File: src/rtl/mio_pkg.sv
// Shared types and address constants for the memory/IO bus controller.
package mio_pkg;

  // Bus FSM states.
  typedef enum logic [1:0] {
    IDLE,
    WAIT,
    RESP
  } state_e;

  // Decoded access target.
  typedef enum logic [2:0] {
    T_RAM,
    T_SEG,
    T_GPIO,
    T_CNT,
    T_NONE
  } target_e;

  // Fixed peripheral byte addresses.
  localparam logic [31:0] SEG_ADDR  = 32'hE000_0000;
  localparam logic [31:0] GPIO_ADDR = 32'hF000_0000;
  localparam logic [31:0] CNT_ADDR  = 32'hF000_0004;

endpackage

File: src/rtl/mio_addr_decode.sv
// Combinational address decoder: word address -> access target.
module mio_addr_decode
  import mio_pkg::*;
#(
  parameter int RAM_ADDR_W = 10
) (
  input  logic [29:0] word_addr_i,  // byte address bits [31:2]
  output target_e     target_o
);

  // Full compare on the word address; RAM occupies the bottom 2^RAM_ADDR_W words.
  always_comb begin
    // NOTE: defaults first so every path assigns every output and no latch is inferred.
    target_o = T_NONE;
    if ((word_addr_i >> RAM_ADDR_W) == 30'd0) begin
      target_o = T_RAM;
    end else if (word_addr_i == SEG_ADDR[31:2]) begin
      target_o = T_SEG;
    end else if (word_addr_i == GPIO_ADDR[31:2]) begin
      target_o = T_GPIO;
    end else if (word_addr_i == CNT_ADDR[31:2]) begin
      target_o = T_CNT;
    end
  end

endmodule

File: src/rtl/mio_bus_ctrl.sv
// Memory/IO bus controller: decodes CPU accesses to RAM, GPIO, 7-seg and a
// free-running counter, and answers every accepted access with one MIO_ready.
module mio_bus_ctrl
  import mio_pkg::*;
#(
  parameter int RAM_ADDR_W = 10,
  parameter int RAM_WAIT   = 1,   // 1..7
  parameter int CNT_W      = 32   // <= 32
) (
  input  logic                  clk,
  input  logic                  reset,
  input  logic                  mem_r,
  input  logic                  mem_w,
  input  logic [31:0]           addr_in,
  input  logic [31:0]           wdata_in,
  output logic [31:0]           rdata_out,
  output logic                  MIO_ready,
  output logic [RAM_ADDR_W-1:0] ram_addr,
  output logic [31:0]           ram_din,
  output logic                  ram_we,
  input  logic [31:0]           ram_dout,
  input  logic [15:0]           sw,
  input  logic [3:0]            btn,
  output logic [15:0]           led_out,
  output logic [31:0]           seg_out,
  output logic [CNT_W-1:0]      cnt_out,
  output logic                  bus_err
);

  localparam logic [2:0] WAIT_INIT = 3'(RAM_WAIT - 1);

  state_e                state_q, state_d;
  target_e               dec_tgt, tgt_q;
  logic                  wr_q;
  logic [RAM_ADDR_W-1:0] addr_q;
  logic [31:0]           wdata_q;
  logic [2:0]            wcnt_q;
  logic [31:0]           rdata_q;
  logic [15:0]           led_q;
  logic [31:0]           seg_q;
  logic [CNT_W-1:0]      cnt_q;
  logic                  err_q;
  logic                  accept;
  logic [31:0]           reg_rdata;

  mio_addr_decode #(
    .RAM_ADDR_W (RAM_ADDR_W)
  ) u_decode (
    .word_addr_i (addr_in[31:2]),
    .target_o    (dec_tgt)
  );

  // A request is taken only from IDLE with exactly one of read/write high.
  assign accept = (state_q == IDLE) && (mem_r ^ mem_w);

  // State register.
  always_ff @(posedge clk) begin
    // NOTE: non-blocking for all clocked state so every register sees pre-edge values.
    if (!reset) begin
      state_q <= IDLE;
    end else begin
      state_q <= state_d;
    end
  end

  // Next-state logic: RAM reads detour through WAIT, everything else answers next cycle.
  always_comb begin
    state_d = state_q;
    unique case (state_q)
      IDLE: if (accept) state_d = (mem_r && (dec_tgt == T_RAM)) ? WAIT : RESP;
      WAIT: if (wcnt_q == 3'd0) state_d = RESP;
      RESP: state_d = IDLE;
      default: state_d = IDLE;
    endcase
  end

  // Register read mux, sampled on the accept edge.
  always_comb begin
    reg_rdata = 32'd0;
    case (dec_tgt)
      T_SEG:   reg_rdata = seg_q;
      T_GPIO:  reg_rdata = {btn, 12'd0, sw};
      T_CNT:   reg_rdata = 32'(cnt_q);
      default: reg_rdata = 32'd0;
    endcase
  end

  // Latches, peripheral registers, counter and read data.
  always_ff @(posedge clk) begin
    if (!reset) begin
      tgt_q   <= T_NONE;
      wr_q    <= 1'b0;
      addr_q  <= '0;
      wdata_q <= 32'd0;
      wcnt_q  <= 3'd0;
      rdata_q <= 32'd0;
      led_q   <= 16'd0;
      seg_q   <= 32'd0;
      cnt_q   <= '0;
      err_q   <= 1'b0;
    end else begin
      cnt_q <= cnt_q + CNT_W'(1);
      if (accept) begin
        addr_q  <= addr_in[RAM_ADDR_W+1:2];
        wdata_q <= wdata_in;
        tgt_q   <= dec_tgt;
        wr_q    <= mem_w;
        wcnt_q  <= WAIT_INIT;
        if (dec_tgt == T_NONE) err_q <= 1'b1;
        if (mem_w) begin
          // A counter load overrides the increment scheduled above.
          case (dec_tgt)
            T_SEG:   seg_q <= wdata_in;
            T_GPIO:  led_q <= wdata_in[15:0];
            T_CNT:   cnt_q <= wdata_in[CNT_W-1:0];
            default: ;
          endcase
        end else if (dec_tgt != T_RAM) begin
          rdata_q <= reg_rdata;
        end
      end else if (state_q == WAIT) begin
        if (wcnt_q == 3'd0) rdata_q <= ram_dout;
        else                wcnt_q  <= wcnt_q - 3'd1;
      end
    end
  end

  // Bus outputs; RAM sees the live address in IDLE so its data is ready by the end of WAIT.
  always_comb begin
    MIO_ready = (state_q == RESP);
    ram_we    = (state_q == RESP) && wr_q && (tgt_q == T_RAM) && reset;
    ram_addr  = (state_q == IDLE) ? addr_in[RAM_ADDR_W+1:2] : addr_q;
    ram_din   = wdata_q;
  end

  assign rdata_out = rdata_q;
  assign led_out   = led_q;
  assign seg_out   = seg_q;
  assign cnt_out   = cnt_q;
  assign bus_err   = err_q;

endmodule

File: config.mk
export PLATFORM = sky130hd
export DESIGN_NAME = mio_bus_ctrl
export DESIGN_NICKNAME = d
export VERILOG_FILES = /design/src/rtl/mio_pkg.sv /design/src/rtl/mio_addr_decode.sv /design/src/rtl/mio_bus_ctrl.sv
export SDC_FILE = /design/constraint.sdc
export NUM_CORES = 1
export LEC_CHECK = 0
export ABC_AREA = 1
export CAP_MARGIN = 25
export CORE_MARGIN = 2
export CORE_UTILIZATION = 40
export DETAILED_ROUTE_END_ITERATION = 8
export GPL_TIMING_DRIVEN = 1
export PLACE_DENSITY = 0.72
export SYNTH_ARGS = -nofsm -noshare
export SYNTH_HDL_FRONTEND = slang
export SYNTH_SLANG_ARGS = --single-unit
File: constraint.sdc
create_clock -name clk -period 1.9 [get_ports clk]
set_input_delay 0.285 -clock clk [delete_from_list [all_inputs] [get_ports clk]]
set_output_delay 0.285 -clock clk [all_outputs]
set_load 0.005 [all_outputs]
### After elaboration in Yosys (flattened, before gate mapping)

Cells that the tools add are included.

* bits in registers: 164
* output and inout bits: 157
* logic and storage cells: 67

* reduce and logical (&&, ||, !) cells: 20
* bitwise logic cells: 3
* eq/ne operators: 13
* add/subtract/negate cells: 2
* muxes and demuxes: 18

Operators by type and width (number)
* $mux W32: 8
* $pmux W32 S3: 1
* $eq A30 B30 Y1 const B: 3
* $add A32 B1 Y32 const B: 1
* $logic_not A30 Y1: 1
* $mux W3: 4
* $mux W10: 1
* $logic_not A3 Y1: 3
* $eq A3 B2 Y1 const B: 2
* $mux W2: 3
* $ne A2 B2 Y1 const B: 3
* $reduce_and A2 Y1: 3
* $reduce_and A3 Y1: 2
* $logic_and A1 B1 Y1: 5
* $pmux W2 S2: 1
* $reduce_and A4 Y1: 1
* $reduce_bool A2 Y1: 2
* $eq A3 B1 Y1 const B: 1
* $eq A3 B3 Y1 const B: 1
* $reduce_bool A3 Y1: 1
* $sub A3 B1 Y3 const B: 1
* $eq A2 B1 Y1 const B: 1
* $eq A2 B2 Y1 const B: 1
* $logic_not A2 Y1: 1
* other kinds (4): 5

### Logic depth before layout (Yosys ltp)

* depth in word-level cells: 10
* gate-level depth with buffers: 13

### Cells and area by module

Synthesis repeated with hierarchy kept, for this count alone.

* cells, all modules: 1362
* area, all modules: 8393.0 um^2

Modules (own cells, without submodules)
* mio_bus_ctrl: times used 1, cells an instance 1302, area an instance 8131.5 um^2
* mio_addr_decode: times used 1, cells an instance 60, area an instance 261.5 um^2

### Worst setup path before layout

Ideal clock, no wire load.

* path kind: register to register
* from: register cnt_q[0] (netlist: cnt_out[0])
* to: register cnt_q[30] (netlist: cnt_out[30])
* path slack: 0.179 ns
* required time: 1.836 ns
* cell stages (with the launch flop): 11
* arrival: 1.657 ns
* cell sequence: dfxtp_1 > ha_1 > nand3_1 > nor2_1 > inv_1 > nor2_1 > nand2_1 > or2_2 > nand3_1 > nand2_1 > nor2_1

* word-level cells in the longest chain between the ends: 4

RTL lines
* start: declaration: RTL line mio_bus_ctrl.sv:41 `logic [CNT_W-1:0] cnt_q;`
* start signal: assignment: RTL line mio_bus_ctrl.sv:102 `cnt_q <= cnt_q + CNT_W'(1);`
* start signal: assignment: RTL line mio_bus_ctrl.sv:115 `T_CNT: cnt_q <= wdata_in[CNT_W-1:0];`
* $add A32 B1 Y32 (*): RTL line mio_bus_ctrl.sv:102
* $mux W32: RTL line mio_bus_ctrl.sv:112 `case (dec_tgt)`
* $mux W32: RTL line mio_bus_ctrl.sv:110 `if (mem_w) begin`
* $mux W32 (*): RTL line mio_bus_ctrl.sv:103 `if (accept) begin`

Every way passes the cells marked *; elsewhere a longest branch is shown, timed or not.
A chain may end at the register's enable or synchronous reset.

### Final worst setup path

* from: register cnt_q[2] (netlist: cnt_out[2])
* to: output port cnt_out[2]

RTL lines
* end: declaration: RTL line mio_bus_ctrl.sv:26 `output logic [CNT_W-1:0] cnt_out,`

No word-level cell between the ends.

==> flow_summary_export.csv <==
group,metric,value,unit
finish,finalNonFillerCells,1812,
sta,relSlewSlack,0.523,
floorplan,dieArea,21600,um2
sta,clock.fmax,543,MHz
detailed_routing,met3_length,2420,um
floorplan,num_rows,52,
setup_path,crit_arrival,1.56,ns
detailed_routing,num_vias,9281,
clocking,clk_latency,0.44,ns
setup_path,required,1.62,ns
sta,rsz0062_at_grt,"yes",
place,place_inst,1769,
global_routing,grt_max_degree,99,
clocking,clk_pin_slew,0.07,ns
global_routing,grt_pass1_vias,8765,
power_and_ir_drop,power.share.clock,0.410,
clocking,cts_made_buffers,17,
detailed_routing,drt_pass1_iterations,5,
floorplan,chipHeight,147,um
detailed_routing,drtIter0Drc,646,
detailed_routing,drt-total-wl,31100,um
detailed_routing,wl_met1,14000,um
run_status,status,"complete, no violations",
power_and_ir_drop,switching_share,0.274,
power_and_ir_drop,intPower,6160,uW
detailed_routing,drc,0,
sta,finalHoldViolCount,0,
sta,period_share,0.970,
setup_path,critPathTopFamily,"buffers and inverters",
logic_synthesis,syn_area,8180,um2
global_routing,grt_usage,0.279,
detailed_routing,drt-vias-per-instance,5.12,
sta,slew_viol_final,0,
job,drv_cap,0,
detailed_routing,ant_nets,0,
finish,antennaDiodeCount,0,
setup_path,crit_type,"reg2out",
logic_synthesis,ys_ff_latch,164,
logic_synthesis,ys_seq_area_frac,0.401,
power_and_ir_drop,total_power,8480,uW
global_routing,grt_pass1_wl,47700,um
sta,fin_skew,0.00841,ns
setup_path,slowest_stage,"clkdlybuf4s50_1",
clocking,ctsHtreeMaxLevel,4,
global_routing,antenna_found_initial,0,
finish,synthToLayoutAreaGrowth,53.1,%
floorplan,core-area,20200,um2
clocking,cts.sinks,164,
logic_synthesis,synth_cell_types,31,
clocking,ctsLongestPathBuffers,2,
detailed_routing,detailroute.wirelength.met2,13900,um
setup_path,max_stage_delay,0.57,ns
power_and_ir_drop,vdd_drop_max,0.000625,V
sta,period_needed,1.84,ns
logic_synthesis,yosysWarningCount,0,
power_and_ir_drop,seq_power_share,0.434,
clocking,cts_tree,"done",
place,place.gp.congestion,0.926,
finish,drive_gt1_frac,0.108,
detailed_routing,wire_per_inst,17.1,um
sta,finalSetupViolCount,0,
finish,fin_area,12500,um2
setup_path,cp_cell_sequence,"buf_4 > clkdlybuf4s50_1",
place,placed_cell_area,11700,um2
min_path,hold_class,"in2reg",
setup_path,cp_num_buf_inv,2,
floorplan,die_w,147,um
floorplan,initial_core_util,0.406,
power_and_ir_drop,combPwrFrac,0.157,
logic_synthesis,synth_area_leaders,"dfxtp_1 40%, nand3_1 11%, nand2_1 10%",
logic_synthesis,yosysTopAreaCellShare,0.401,
logic_synthesis,synth_top_cell_by_area,"dfxtp_1",
setup_path,crit_path_start_kind,"flip-flop",
clocking,clk_root_buffer_cell,"clkbuf_16",
setup_path,crit_fanout,4,
place,io_buffers,274,
power_and_ir_drop,cellLeakagePower,0.00531,uW
logic_synthesis,avgSynthCellArea,6.71,um2
power_and_ir_drop,power_switching,2330,uW
floorplan,io_pins,277,
detailed_routing,top_layer_used,"met4",
global_routing,grt_overflow,0,
logic_synthesis,syn_inst,1220,
place,hpwl,22600,um
logic_synthesis,synth_nets,1343,
finish,nets,1652,
sta,fin_setup_tns,0,ns
sta,tightestPinTransition,0.716,ns
setup_path,end_kind,"primary output",
power_and_ir_drop,pwr_density_cell,678,nW/um2
-- power groups by stage --
| stage | Sequential (uW) | Combinational, uW | Clock (uW) |
|---|---|---|---|
| finish | 3680 | 1330 | 3480 |
| global route | 3690 | 1470 | 3670 |
| CTS | 3680 | 1330 | 3540 |
| detailed placement | 3750 | 1320 | 0 |
| global placement | 3750 | 1300 | 0 |
| floorplan | 3760 | 515 | 0 |
-- flip-flops by register name, indices dropped and copies added, names as in the netlist --
| name | count |
|---|---|
| ram_din | 32 |
| cnt_out | 32 |
| seg_out | 32 |
| bus_err | 1 |
| wcnt_q | 3 |
| wr_q | 1 |
| tgt_q | 3 |
| led_out | 16 |
| rdata_out | 32 |
| addr_q | 10 |
| state_q | 2 |
-- area by class of cell --
cell class	count	area [um2]
Sequential cell	164	3290
Tap cell	270	338
Clock inverter	15	164
Timing Repair Buffer	363	3650
Inverter	163	613
Fill cell	1812	7650
Multi-Input combinational cell	820	4050
Clock buffer	17	425
-- synth_stat cells (all sizes together) --
master  count
a21oi      56
inv       162
nor2      169
nor3b       1
or2         2
ha          3
nor4        1
nand3b      3
clkinv      1
nand3     179
xnor2       7
nor3       11
a31oi       1
o22ai      10
buf        29
clkbuf     44
dfxtp     164
nand4      11
nand2     222
o211ai      1
a211oi     50
o21ai      77
xor2       16
-- tightest hold or removal path, delay by kind of cell --
family                 cells  cell delay (ns)
buffers and inverters      2             0.35
and+or+nand+nor            2             0.15
-- repair_timing --
item	CTS	global route
gates resized for setup	23	29
hold buffers	0	0
buffers inserted	5	3
pin swaps	2	3
gates cloned	1	2
endpoints found under the setup margin	11	82
-- routing by layer --
layer  vias to the layer above  GRT usage
met4                         0     0.0861
met3                        47     0.0587
li1                       4584          -
met5                         -          0
met1                      4277      0.384
met2                       373      0.442
-- cell families after synthesis --
family	count (synthesis)	share of synthesized area
compound gates	195	0.141
xor+xnor	23	0.0246
fa+ha+maj	3	0.00459
buf+inv	236	0.113
flops	164	0.401
simple gates	599	0.315
-- placed cells by master, fill, tap and decap left out, types with 4 or more instances in the layout --
cell	Yosys	layout
inv_2	4	4
a21oi_1	56	55
o21ai_1	0	9
a211oi_1	42	41
nand4_1	10	10
clkbuf_16	0	19
clkdlybuf4s50_1	0	261
inv_6	0	6
dlygate4sd2_1	0	7
nor2_1	164	158
nor2_4	2	7
nand2_1	218	216
xnor2_1	7	7
nor3_1	11	9
inv_1	158	157
dfxtp_1	164	162
nor2_2	3	4
xor2_1	16	16
buf_4	3	68
o21ai_0	77	67
nand2_2	4	6
a211oi_2	8	9
o22ai_1	10	10
buf_12	0	18
nand3_1	179	177
-- stage by stage --
step,setup slack (ns),hold WS [ns],utilization
2_1_floorplan,0.179,0.420,-
3_3_place_gp,-0.348,0.452,0.582
3_5_place_dp,-0.397,0.459,0.582
4_1_cts,0.0117,0.410,0.614
5_1_grt,-0.0140,0.428,0.621
6_report,0.0570,0.414,0.621
-- worst paths after layout --
path,start,to,slack [ns],cells past startpoint
setup / recovery,cnt_out[2],cnt_out[2],0.06,2
hold / removal,reset,rdata_out[26],0.41,4
setup reg to reg,state_q[0],seg_out[29],0.07,11
hold reg to reg,wcnt_q[1],wcnt_q[1],0.47,2
(Power assumes the default switching activity.)
